===== config.mk =====
export PLATFORM = sky130hd
export DESIGN_NAME = down_cnt_timer
export DESIGN_NICKNAME = d
export VERILOG_FILES = /design/src/rtl/timer_pkg.sv /design/src/rtl/sub_by_1.sv /design/src/rtl/down_cnt_timer.sv
export SDC_FILE = /design/constraint.sdc
export NUM_CORES = 1
export LEC_CHECK = 0
export BUFFER_PORTS_ARGS = -buffer_cell sky130_fd_sc_hd__buf_2
export CAP_MARGIN = 0
export CORE_MARGIN = 4
export CORE_UTILIZATION = 45
export DETAILED_ROUTE_END_ITERATION = 7
export PLACE_DENSITY = 0.74
export RECOVER_POWER = 50
export SYNTH_ARGS = -nofsm -noshare
export SYNTH_HDL_FRONTEND = slang
export SYNTH_SLANG_ARGS = --single-unit

===== constraint.sdc =====
create_clock -name clk -period 3.4 [get_ports clk]
set_input_delay 1.02 -clock clk [delete_from_list [all_inputs] [get_ports clk]]
set_output_delay 1.02 -clock clk [all_outputs]
set_load 0.01 [all_outputs]

===== src/rtl/timer_pkg.sv =====
// Shared types and default sizing for the countdown timer family.
package timer_pkg;

    typedef enum logic [1:0] {
        IDLE  = 2'd0,
        RUN   = 2'd1,
        PAUSE = 2'd2
    } state_t;

    localparam int unsigned DEF_WIDTH    = 4;
    localparam int unsigned DEF_TICK_DIV = 50000000;

endpackage


===== src/rtl/sub_by_1.sv =====
// Combinational WIDTH-bit decrementer, the mirror of add_by_1.
module sub_by_1 #(
    parameter int unsigned WIDTH = 4
) (
    input  logic [WIDTH-1:0] a,
    output logic [WIDTH-1:0] dec_c
);

    assign dec_c = a - WIDTH'(1);

endmodule


===== src/rtl/down_cnt_timer.sv =====
// Loadable countdown timer with prescaled clock-enable tick, pause/resume and auto-reload.
module down_cnt_timer
    import timer_pkg::*;
#(
    parameter int unsigned WIDTH    = DEF_WIDTH,
    parameter int unsigned TICK_DIV = DEF_TICK_DIV
) (
    input  logic             clk,
    input  logic             rst,
    input  logic             load,
    input  logic [WIDTH-1:0] load_val,
    input  logic             start,
    input  logic             stop,
    input  logic             auto_reload,
    output logic [WIDTH-1:0] counter,
    output logic             busy,
    output logic             paused,
    output logic             done
);

    localparam int unsigned PW = (TICK_DIV > 1) ? $clog2(TICK_DIV) : 1;
    localparam logic [PW-1:0] PRESC_MAX = PW'(TICK_DIV - 1);

    state_t           state;
    state_t           state_nx;
    logic [WIDTH-1:0] reload_reg;
    logic [WIDTH-1:0] reload_nx;
    logic [WIDTH-1:0] counter_nx;
    logic [WIDTH-1:0] dec_c;
    logic [PW-1:0]    presc;
    logic [PW-1:0]    presc_nx;
    logic             done_nx;
    logic             tick_c;

    sub_by_1 #(.WIDTH(WIDTH)) u_dec (
        .a     (counter),
        .dec_c (dec_c)
    );

    assign tick_c = (presc == PRESC_MAX);

    // Next-state and datapath: load > stop > start > tick.
    always_comb begin
        state_nx   = state;
        counter_nx = counter;
        reload_nx  = reload_reg;
        presc_nx   = presc;
        done_nx    = 1'b0;

        if (load) begin
            counter_nx = load_val;
            reload_nx  = load_val;
            presc_nx   = '0;
            state_nx   = IDLE;
        end else begin
            case (state)
                IDLE: begin
                    if (start) begin
                        if (counter != '0) begin
                            state_nx = RUN;
                            presc_nx = '0;
                        end else begin
                            done_nx = 1'b1;
                        end
                    end
                end
                RUN: begin
                    if (stop) begin
                        state_nx = PAUSE;
                    end else if (tick_c) begin
                        presc_nx = '0;
                        if (counter == WIDTH'(1)) begin
                            done_nx = 1'b1;
                            if (auto_reload) begin
                                counter_nx = reload_reg;
                            end else begin
                                counter_nx = '0;
                                state_nx   = IDLE;
                            end
                        end else begin
                            counter_nx = dec_c;
                        end
                    end else begin
                        presc_nx = presc + PW'(1);
                    end
                end
                PAUSE: begin
                    if (start) begin
                        state_nx = RUN;
                    end
                end
                default: state_nx = IDLE;
            endcase
        end
    end

    // Status flags are registered from the next state so they track state exactly.
    always_ff @(posedge clk) begin
        if (!rst) begin
            state      <= IDLE;
            counter    <= '0;
            reload_reg <= '0;
            presc      <= '0;
            busy       <= 1'b0;
            paused     <= 1'b0;
            done       <= 1'b0;
        end else begin
            state      <= state_nx;
            counter    <= counter_nx;
            reload_reg <= reload_nx;
            presc      <= presc_nx;
            busy       <= (state_nx == RUN);
            paused     <= (state_nx == PAUSE);
            done       <= done_nx;
        end
    end

endmodule

# Word level (Yosys, flattened, before mapping)
# Cells that the tools add are included.
[classes]
addsub = 2
multipliers = 0
n_div = 0
n_lt_le_gt_ge = 0
eq_ne = 10
n_shift = 0
n_mux = 26
bitwise_logic = 1
reduce_logical = 8
[ops]
columns = ["cell", "n"]
rows = [
  ["26-bit two-way mux", 4],
  ["26-bit case mux with 2 select lines", 1],
  ["26-bit by 1-bit adder with 26-bit output, second input constant", 1],
  ["26-bit == test, second input constant", 1],
  ["4-bit two-way mux", 6],
  ["2-bit two-way mux", 8],
  ["2-bit inequality test, second input constant", 4],
  ["2-bit case mux with 3 select lines", 1],
  ["2-bit nonzero test", 3],
  ["1-bit two-way mux", 5],
  ["2-bit by 1-bit == test with 1-bit output, second input constant", 2],
  ["2-bit == test, second input constant", 2],
  ["4-bit by 1-bit == test with 1-bit output, second input constant", 1],
  ["4-bit AND reduction", 1],
  ["4-bit nonzero test", 1],
  ["4-bit by 1-bit subtractor with 4-bit output, second input constant", 1],
  ["3-bit AND reduction", 1],
  ["2-bit zero test", 1],
  ["1-bit case mux with 2 select lines", 1],
  ["2-bit OR reduction", 1],
  ["1-bit NOT", 1],
]
[totals]
regBits = 39
latch_bits = 0
ram_bits = 0
mem_bits_ro = 0
in_bits = 10
output_inout_bits = 7
elab_cells = 54
memories = 0

# Depth between registers and ports, before layout
# Gate-level depths: netlist (run 1).
[logic_depth]
word_depth = 7
ltp_mapped = 8
depth_no_buf = 7

# Hierarchy
# Synthesis (run 1) repeated with hierarchy kept, for this count alone.
[unflattened]
cells_unflattened = 248
area_unflattened_um2 = 2178.3
[modules_own_cells]
columns = ["module", "instances", "cells_per_inst", "area_per_inst_um2", "seq_area_each_um2"]
rows = [
  ["down_cnt_timer", 1, 241, 2127.0, 780.7],
  ["sub_by_1", 1, 7, 51.3, 0.0],
]

# Worst setup path after synthesis (run 1)
# OpenSTA, ideal clock, no wires.
[synth_timing]
path_kind = "input -> register"
startpoint = "in start"
endpoint = "reg presc[16]"
setup_time_ps = 71
arrival_ps = 2585
t_required_ps = 3329
setup_slack_ps = 744
cell_stages = 5
path_buffers = 0
path_cell_list = "nand2b_1 > o32a_1 > or4_1 > or4b_1 > a21oi_1"
[synth_between]
elab_chain_len = 2
[synth_rtl]
columns = ["item", "line", "text"]
rows = [
  ["start: declaration", "down_cnt_timer.sv:12", "input logic start,"],
  ["2-bit inequality test (no line)", "n/a", ""],
  ["4-bit AND reduction (no line)", "n/a", ""],
  ["end signal: assignment", "down_cnt_timer.sv:111", "presc <= presc_nx;"],
  ["end: declaration", "down_cnt_timer.sv:30", "logic [PW-1:0] presc;"],
]
# No other way between the ends.
# A chain may end at the register's enable or synchronous reset.

# Final worst setup path (run 1)
[layout_timing]
startpoint = "in load"
endpoint = "reg presc[11]"
[layout_between]
elab_chain_len = 1
[layout_rtl]
columns = ["item", "line", "text"]
rows = [
  ["start: declaration", "down_cnt_timer.sv:10", "input logic load,"],
  ["2-bit OR reduction (no line)", "n/a", ""],
]
# No other way between the ends.

==> results of run 1 <==
through the flow:
| stage | total power [mW] | util, % | worst slack, ns |
|---|---|---|---|
| 6_report | 0.891 | 51.6 | 0.769 |
| 5_1_grt | 0.937 | 51.6 | 0.541 |
| 4_1_cts | 0.906 | 52.0 | 0.883 |
| 3_5_place_dp | 0.563 | 49.7 | 0.598 |
| 3_3_place_gp | 0.562 | 49.7 | 0.635 |
| 2_1_floorplan | 0.535 | - | 0.744 |
power breakdown:
part	internal [mW]	switching, mW	leakage, nW
combinational	0.0313	0.0481	0.337
sequential	0.465	0.00698	0.316
clock	0.185	0.155	0.0515
final cells by class:
type                       instances  area (µm²)  share of cell area, %
timing repair buffer              20        96.3                   4.31
multi-input combinational        185        1180                   52.7
clock buffer                       8         100                   4.48
inverter                           4        15.0                  0.672
sequential                        39         781                   35.0
tap                               52        65.1                   2.91
worst max-delay path, cell delays in order:
cell and delay, ns:
sky130_fd_sc_hd__clkbuf_1 0.42, sky130_fd_sc_hd__nand2b_1 0.43, sky130_fd_sc_hd__o21bai_1 0.20, sky130_fd_sc_hd__clkbuf_1 0.58, sky130_fd_sc_hd__nor2_1 0.12
worst min-delay path by stage:
| stage | start | endpoint | slack (ns) | cells past startpoint |
|---|---|---|---|---|
| detailed placement | presc[19] | presc[19] | 0.48 | 2 |
| finish | presc[1] | presc[1] | 0.49 | 2 |
| global route | presc[1] | presc[1] | 0.52 | 2 |
| CTS | presc[19] | presc[19] | 0.49 | 2 |
| global placement | presc[1] | presc[1] | 0.47 | 2 |
| floorplan | presc[19] | presc[19] | 0.45 | 2 |
routing by layer:
metal / GRT usage [%] / share of wire, % / vias up / wire, µm
met5: 0 / 0 / - / 0
met4: 6.32 / 1.5 / 0 / 64
met3: 4.81 / 4.5 / 7 / 195
met2: 25.0 / 44 / 29 / 1910
met1: 23.9 / 50 / 850 / 2200
li1: - / - / 916 / -
logic make-up after synthesis:
| logic type | Yosys count | synth area share, % |
|---|---|---|
| AND/OR/NAND/NOR | 121 | 34.9 |
| AO/OA/AOI/OAI | 41 | 12.7 |
| flip-flops | 39 | 38.9 |
| XOR/XNOR | 15 | 6.55 |
| buffers and inverters | 13 | 2.43 |
| multiplexers | 4 | 2.00 |
| adder cells (fa/ha/maj) | 4 | 2.50 |
placed cells by master, fill, tap and decap left out, types with 4 or more instances in the layout:
| master | instances |
|---|---|
| sky130_fd_sc_hd__clkbuf_1 | 10 |
| sky130_fd_sc_hd__nor2_1 | 25 |
| sky130_fd_sc_hd__nor3_1 | 6 |
| sky130_fd_sc_hd__nand4b_1 | 7 |
| sky130_fd_sc_hd__or3_1 | 8 |
| sky130_fd_sc_hd__dfxtp_1 | 39 |
| sky130_fd_sc_hd__nand2b_1 | 5 |
| sky130_fd_sc_hd__buf_2 | 8 |
| sky130_fd_sc_hd__and3_1 | 4 |
| sky130_fd_sc_hd__nor4b_1 | 5 |
| sky130_fd_sc_hd__xnor2_1 | 10 |
| sky130_fd_sc_hd__inv_1 | 4 |
| sky130_fd_sc_hd__o21ai_0 | 9 |
| sky130_fd_sc_hd__and4_1 | 6 |
| sky130_fd_sc_hd__ha_1 | 4 |
| sky130_fd_sc_hd__nand3_1 | 15 |
| sky130_fd_sc_hd__clkbuf_8 | 7 |
| sky130_fd_sc_hd__mux2i_1 | 4 |
| sky130_fd_sc_hd__nor2b_1 | 6 |
| sky130_fd_sc_hd__nand4_1 | 11 |
| sky130_fd_sc_hd__xor2_1 | 5 |
| sky130_fd_sc_hd__nand2_1 | 11 |
| sky130_fd_sc_hd__a21oi_1 | 17 |
==> impl_metrics.tcl, run 1 <==
set metrics [dict create \
    outcome "finished clean" \
    syn_avg_cell_area_um2 8.46 \
    timing.final.setup_violations 0 \
    mappedNetlistArea_um2 2010 \
    synthDominantAreaCellType "sky130_fd_sc_hd__dfxtp_1" \
    finalNetCount 269 \
    antenna-diode-count 0 \
    grt_antenna_before_repair 0 \
    post_synth_num_cell_types 38 \
    max-clock-path-buffers 2 \
    worst_ir_drop_on_vdd_v 0.000144 \
    critPathKind "primary input to flop" \
    final_cell_area_um2 2230 \
    cts_tree "done" \
    track_usage_pct 17.1 \
    post_drt_via_cell_ratio 5.85 \
    critPathArrivalTime_ns 2.78 \
    final_min_period_over_clock_period_pct 77.4 \
    seq_area_frac_synth_pct 38.9 \
    num-fill-cells 432 \
    cts_root_buffer "sky130_fd_sc_hd__clkbuf_8" \
    synth.area.top_cells "sky130_fd_sc_hd__dfxtp_1 39%, sky130_fd_sc_hd__nor2_1 4.7%, sky130_fd_sc_hd__xnor2_1 4.4%" \
    drt_iter0_drc 186 \
    critical_path.startpoint_type "primary input" \
    dr_total_vias 1802 \
    ys.flop_type "sky130_fd_sc_hd__dfxtp_1" \
    max_slew_margin_pct 51.8 \
    worstHoldPathType "flop to flop" \
    cp_data_required_time_ns 3.55 \
    number_of_placement_rows 24 \
    rr_endpoint "presc[22]" \
    synth_enable_flop_cells 0 \
    layout_cell_share_with_drive_strength_beyond_1_pct 7.42 \
    grt_overflow 0 \
    synth_top_cell_area_share_pct 38.9 \
    numPlacedInstances 300 \
    synthesized_netlist_cell_count 237 \
    ff2ff_setup_slack_ns 0.84 \
    die_h_um 74.8 \
    hold_viol 0 \
    placed_area_um2 2150 \
    worst-r2r-cell-count 7 \
    post-cts-setup-buffers 0 \
    fin_cells 308 \
    register_bit_total_from_synthesis 39 \
    maxCapViolCount 0 \
    maximum_number_of_pins_on_one_net_before_global_route_repair 19 \
    critical_path.endpoint_type "flop" \
    clk-insertion-delay-late_ns 0.29 \
    initial_core_util_pct 46.4 \
    grt_first_pass_wirelength_mm 7.38 \
    wl_per_cell_um 14.2 \
    drt_wl_total_mm 4.37 \
    setup.worst_path.end "presc[11]" \
    globalplace.congestion 0.797 \
    crit_path_start "load" \
    power.density_cell_area_nw_per_um2 399 \
    synth_common_cells "39 x sky130_fd_sc_hd__dfxtp_1, 25 x sky130_fd_sc_hd__nor2_1, 17 x sky130_fd_sc_hd__a21oi_1, 15 x sky130_fd_sc_hd__nand3_1" \
    first_global_vias 1611 \
    achievable-frequency_mhz 380 \
    die_width_um 74.8 \
    worst_slew_pin_slew_ns 0.723 \
    post_cts.resized_instances 0 \
    detailedPlacementHpwl_mm 3.07 \
    h-tree-depth 2 \
    power.leakage_nw 0.704 \
    synth_warnings 0 \
    area.growth.synth_to_final_pct 11.4 \
    rsz0062_at_grt "false" \
    synthMostInstantiatedCell "sky130_fd_sc_hd__dfxtp_1" \
    drc_errors 0 \
    cts_buffers 5 \
    synthesis.nets 251 \
    numPortBuffers 16 \
    floorplan.core_area_um2 4320 \
    reg2reg_from "counter[0]" \
    dr.pass1.iters 4 \
    cts.sinks 39 \
    skew_ns 0.00676 \
    ys_async_sr_fraction_pct 0 \
    largest_register_ff_count 26 \
    cts.clk_slew.worst_paths_ns 0.07 \
    finalSetupTns_ns 0 \
    timing.final.max_slew_violations 0 \
    die-area_um2 5590 \
    finalHoldWorstSlack_ns 0.488 \
    final_period_minus_worst_setup_slack_ns 2.63 \
    top_level_pins 17 \
    detail-route-antenna-nets 0 \
    hold_buffers 0 \
    critical_path_peak_fanout 18 \
]
No activity file was read; power rests on OpenSTA's default activity.
==> run 2: changes to the inputs <==
ABC_AREA = 1   (was default)
PLACE_DENSITY = 0.73   (was 0.74)
clock period = 2.53 ns   (was 3.4 ns; I/O delays follow)
==> impl_metrics.tcl, run 2 <==
set metrics [dict create \
    post-route-worst-setup-slack_ns 0.457 \
    seq_area_frac_synth_pct 33.5 \
    final_period_minus_worst_setup_slack_ns 2.07 \
    detail-route-antenna-nets 0 \
    synthDominantAreaCellType "sky130_fd_sc_hd__dfxtp_1" \
    worstHoldPathType "flop to flop" \
    layout_common_cells "81 x sky130_fd_sc_hd__nand2_1, 57 x sky130_fd_sc_hd__inv_1, 51 x sky130_fd_sc_hd__nor2_1" \
    worst_ir_drop_on_vdd_v 0.000266 \
    drc_errors 0 \
    max-clock-path-buffers 2 \
    hold_viol 0 \
    track_usage_pct 16.7 \
    largest_register_ff_count 26 \
    synthesis.nets 359 \
    worst_slew_pin_slew_ns 0.555 \
    timing.final.setup_violations 0 \
    number_of_placement_rows 25 \
    leading_cell_type_in_the_layout_fill_and_taps_excluded "sky130_fd_sc_hd__nand2_1" \
    layout_cell_share_with_drive_strength_beyond_1_pct 14.5 \
    cts_root_buffer "sky130_fd_sc_hd__clkbuf_8" \
    timing.final.max_slew_violations 0 \
    h-tree-depth 2 \
    outcome "finished clean" \
    finalNetCount 379 \
    critPathArrivalTime_ns 2.31 \
    rsz0062_at_grt "false" \
    total_chip_power_mw 1.32 \
    power.density_cell_area_nw_per_um2 521 \
    synth_enable_flop_cells 0 \
    ys.flop_type "sky130_fd_sc_hd__dfxtp_1" \
    initial_core_util_pct 47.7 \
    synth_common_cells "78 x sky130_fd_sc_hd__nand2_1, 56 x sky130_fd_sc_hd__inv_1, 47 x sky130_fd_sc_hd__nor2_1, 39 x sky130_fd_sc_hd__dfxtp_1, 21 x sky130_fd_sc_hd__nand3_1" \
    cts_buffers 5 \
    grt_first_pass_wirelength_mm 8.60 \
    dr_total_vias 2133 \
    drt_iter0_drc 92 \
    min_from "reload_reg[0]" \
    critPathKind "primary input to flop" \
    finalHoldWorstSlack_ns 0.472 \
    floorplan.core_area_um2 4880 \
    die_h_um 79.9 \
    fin_cells 433 \
    post-cts-setup-buffers 0 \
    final_min_period_over_clock_period_pct 81.9 \
    post_synth_num_cell_types 35 \
    critical_path.endpoint_type "flop" \
    pre_cts_slack_ns 0.350 \
    cts_tree "done" \
    post_drt_via_cell_ratio 4.93 \
    layout.core_utilization_pct 52.0 \
    power.leakage_nw 1.05 \
    wl_per_cell_um 11.2 \
    die_width_um 79.9 \
    syn_avg_cell_area_um2 6.75 \
    post_cts.resized_instances 0 \
    max_slew_margin_pct 63.0 \
    grt_antenna_before_repair 0 \
    cts.clk_slew.worst_paths_ns 0.08 \
    hold_buffers 0 \
    clk-insertion-delay-late_ns 0.30 \
    maximum_number_of_pins_on_one_net_before_global_route_repair 16 \
    top_level_pins 17 \
    critical_path.startpoint_type "primary input" \
    critical_path_peak_fanout 11 \
    synth.area.top_cells "sky130_fd_sc_hd__dfxtp_1 34%, sky130_fd_sc_hd__nand2_1 13%, sky130_fd_sc_hd__inv_1 9.0%" \
    first_global_vias 1987 \
    synth_warnings 0 \
    num-fill-cells 504 \
    drt_wl_total_mm 4.85 \
    mappedNetlistArea_um2 2330 \
    placed_area_um2 2450 \
    reg2reg_from "presc[0]" \
    synthMostInstantiatedCell "sky130_fd_sc_hd__nand2_1" \
    cp_data_required_time_ns 2.76 \
    crit_path_start "rst" \
    area.growth.synth_to_final_pct 8.97 \
    final_cell_area_um2 2540 \
    maxCapViolCount 0 \
    ys_async_sr_fraction_pct 0 \
    finalSetupTns_ns 0 \
    skew_ns 0.00618 \
    dr.pass1.iters 4 \
    numPlacedInstances 425 \
    cts.sinks 39 \
    detailedPlacementHpwl_mm 3.73 \
    achievable-frequency_mhz 482 \
    register_bit_total_from_synthesis 39 \
    numPortBuffers 16 \
    globalplace.congestion 0.865 \
    antenna-diode-count 0 \
    synthesized_netlist_cell_count 345 \
    die-area_um2 6390 \
    grt_overflow 0 \
    synth_top_cell_area_share_pct 33.5 \
]
[run 2: changes by cell type after synthesis, sizes merged, moves of 6 or more]
cell    change
inv        +57
or3         -8
nand3      +10
nand4b      -7
and4        -6
clkbuf      -9
xnor2       -9
nand2      +76
o21ai       +6
nor3       +10
a21oi       -7
nor2       +36
nor2b       -6
[run 2: where the power goes]
| part | internal [mW] | switching, mW |
|---|---|---|
| Combinational | 0.0426 | 0.0913 |
| Sequential | 0.625 | 0.0101 |
| Clock | 0.324 | 0.228 |
[run 2: layout make-up]
class | count | area [µm²] | share of cell area, %
Sequential cell | 39 | 781 | 30.8
Inverter | 61 | 229 | 9.02
Tap cell | 67 | 83.8 | 3.30
Clock buffer | 6 | 82.6 | 3.25
Multi-Input combinational cell | 242 | 1250 | 49.4
Clock inverter | 2 | 38.8 | 1.53
Timing Repair Buffer | 16 | 68.8 | 2.71
[run 2: kinds of logic (layout without fill, tap and decap cells)]
| kind of cell | Yosys count | in the layout | synth area share [%] |
|---|---|---|---|
| simple gates | 203 | 203 | 43.3 |
| xor+xnor | 3 | 3 | 1.13 |
| fa+ha+maj | 4 | 4 | 2.15 |
| flops | 39 | 39 | 33.5 |
| compound gates | 32 | 32 | 8.28 |
| buf+inv | 64 | 85 | 11.7 |
[run 2: path summary, 6_finish.rpt]
check	end	slack, ns	depth (start not counted)
max	presc[23]	0.46	7
min	reload_reg[0]	0.47	2
max reg2reg	presc[14]	0.53	10
min reg2reg	reload_reg[0]	0.47	2
[run 2: metal layers]
metal / track usage, % / vias to the layer above / part of all wire [%]
li1: - / 1126 / -
met1: 21.8 / 969 / 49
met2: 27.2 / 32 / 46
met3: 3.84 / 6 / 3.9
met4: 5.24 / 0 / 1.1
met5: 0 / - / 0
[run 2: worst max-delay path, stage by stage]
cell and delay [ns]:
sky130_fd_sc_hd__clkbuf_1 0.19, sky130_fd_sc_hd__inv_1 0.14, sky130_fd_sc_hd__nor2_1 0.29, sky130_fd_sc_hd__inv_1 0.24, sky130_fd_sc_hd__a21oi_2 0.48, sky130_fd_sc_hd__nand2_1 0.10
sky130_fd_sc_hd__nor2_1 0.10
==> run 3: changes to the inputs <==
clock period = 2 ns   (was 2.53 ns; I/O delays follow)
==> impl_metrics.tcl, run 3 (synthesized netlist as in run 2, its figures left out) <==
set metrics [dict create \
    outcome "finished clean" \
    drt_iter0_drc 189 \
    worst_slew_pin_slew_ns 0.376 \
    critPathArrivalTime_ns 1.96 \
    area.growth.synth_to_final_pct 9.56 \
    final_period_minus_worst_setup_slack_ns 1.78 \
    post_drt_via_cell_ratio 4.84 \
    num-fill-cells 538 \
    final_min_period_over_clock_period_pct 89.0 \
    grt_first_pass_wirelength_mm 8.63 \
    critical_path.top_delay_family "simple AND/OR/NAND/NOR gates" \
    most_used_cell_cp "sky130_fd_sc_hd__nand2_4" \
    layout.core_utilization_pct 52.3 \
    largest_register_ff_count 26 \
    maximum_number_of_pins_on_one_net_before_global_route_repair 16 \
    detailedPlacementHpwl_mm 3.82 \
    hold_viol 0 \
    power.leakage_nw 1.06 \
    total_switching_power_mw 0.414 \
    cts_buffers 5 \
    cts.clk_slew.worst_paths_ns 0.08 \
    post_cts.resized_instances 0 \
    globalplace.congestion 0.874 \
    h-tree-depth 2 \
    cts_tree "done" \
    wl_per_cell_um 11.2 \
    sequentialPowerShare_pct 53.3 \
    top_level_pins 17 \
    cell_internal_pwr_mw 1.09 \
    power.density_cell_area_nw_per_um2 590 \
    clk-insertion-delay-late_ns 0.29 \
    initial_core_util_pct 47.7 \
    power.share.clock_pct 34.8 \
    timing.final.setup_violations 0 \
    achievable-frequency_mhz 562 \
    power_frac_comb_pct 11.9 \
    first_global_vias 1957 \
    max_slew_margin_pct 74.7 \
    numPortBuffers 16 \
    cts_root_buffer "sky130_fd_sc_hd__clkbuf_8" \
    critical_path_peak_fanout 14 \
    worst_ir_drop_on_vdd_v 0.000399 \
    number_of_placement_rows 25 \
    finalSetupTns_ns 0 \
    critical_path.startpoint_type "flop" \
    skew_ns 0.00667 \
    leading_cell_type_in_the_layout_fill_and_taps_excluded "sky130_fd_sc_hd__nand2_1" \
    cts.sinks 39 \
    crit_buf_inv 0 \
    drc_errors 0 \
    p_sw_share_pct 27.5 \
    critPathKind "flop to flop" \
    grt_antenna_before_repair 0 \
    multiInputGateArea_um2 1270 \
    fin_cells 436 \
    drt_wl_total_mm 4.87 \
    die_h_um 79.9 \
    dr_total_vias 2109 \
    finalNetCount 382 \
    ordered_cell_list_for_the_critical_path "ha_1 -> nand2_2 -> nor2_2 -> nand2_1 -> nor2_2 -> nand2_2 -> nand2_4 -> nand2_4 -> nand2_4 -> nor3_1" \
    post-cts-setup-buffers 0 \
    critical_path.endpoint_type "flop" \
    ff_latch_area_um2 781 \
    timing.final.max_slew_violations 0 \
    track_usage_pct 16.9 \
    rsz0062_at_grt "false" \
    antenna-diode-count 0 \
    maxCapViolCount 0 \
    worstHoldPathType "flop to flop" \
    floorplan.core_area_um2 4880 \
    timing.critical_path.slowest_cell_delay_ns 0.39 \
    min_from "reload_reg[0]" \
    crit_path_start "presc[0]" \
    grt_overflow 0 \
    reg2reg_from "presc[0]" \
    die_width_um 79.9 \
    dr.pass1.iters 4 \
    max-clock-path-buffers 2 \
    hold_buffers 0 \
    layout_cell_share_with_drive_strength_beyond_1_pct 17.1 \
    worst_path_max_delay_cell "sky130_fd_sc_hd__dfxtp_1" \
    layout_common_cells "78 x sky130_fd_sc_hd__nand2_1, 56 x sky130_fd_sc_hd__inv_1, 47 x sky130_fd_sc_hd__nor2_1" \
    cp_data_required_time_ns 2.18 \
    detail-route-antenna-nets 0 \
    die-area_um2 6390 \
    numPlacedInstances 428 \
]
[run 3: cell types whose count changed in the layout (fill, tap and decap cells not counted), moves of 2 or more]
cell / previous run / this run
sky130_fd_sc_hd__nand2_2: 3 / 5
sky130_fd_sc_hd__nor2_2: 7 / 11
sky130_fd_sc_hd__clkinv_2: 0 / 3
sky130_fd_sc_hd__nor2_1: 51 / 47
sky130_fd_sc_hd__nand2_1: 81 / 78
[run 3: final cells by class]
class / instances / area share (%)
multi-input cells: 242 / 49.9
flip-flops and latches: 39 / 30.6
inverters: 61 / 8.97
repair buffers: 19 / 3.97
well taps: 67 / 3.29
clock buffers: 5 / 2.70
clock inverters: 3 / 0.589
[run 3: worst paths after layout]
kind         slack, ns             to  cells past startpoint
min reg2reg       0.47  reload_reg[0]                      2
max               0.22      presc[13]                     10
min               0.47  reload_reg[0]                      2
max reg2reg       0.22      presc[13]                     10
[run 3: power groups by stage]
stage	Combinational [mW]	Sequential, mW	Clock [mW]
3_5_place_dp	0.185	0.821	0
6_report	0.179	0.803	0.524
3_3_place_gp	0.185	0.821	0
2_1_floorplan	0.138	0.824	0
5_1_grt	0.203	0.806	0.572
4_1_cts	0.186	0.803	0.536
[run 3: metal layers]
layer	track usage, %	up-vias	share of wire, %
met1	22.5	929	48
li1	-	1132	-
met2	27.4	41	46
met5	0	-	0
met3	3.05	7	4.7
met4	5.91	0	1.4
[run 3: through the flow]
stage	hold slack, ns	area, µm²	worst slack, ns	power [mW]
floorplan	0.439	2330	0.476	0.962
global placement	0.454	2480	0.201	1.01
detailed placement	0.457	2480	0.172	1.01
CTS	0.468	2570	0.190	1.53
global route	0.506	2550	0.0382	1.58
finish	0.468	2550	0.219	1.51
[run 3: worst register-to-register path: stages (launching register included)]
cell                      delay [ns]
sky130_fd_sc_hd__dfxtp_1        0.39
sky130_fd_sc_hd__ha_1           0.24
sky130_fd_sc_hd__nand2_2        0.10
sky130_fd_sc_hd__nor2_2         0.15
sky130_fd_sc_hd__nand2_1        0.08
sky130_fd_sc_hd__nor2_2         0.13
sky130_fd_sc_hd__nand2_2        0.14
sky130_fd_sc_hd__nand2_4        0.11
sky130_fd_sc_hd__nand2_4        0.05
sky130_fd_sc_hd__nand2_4        0.20
sky130_fd_sc_hd__nor3_1         0.08
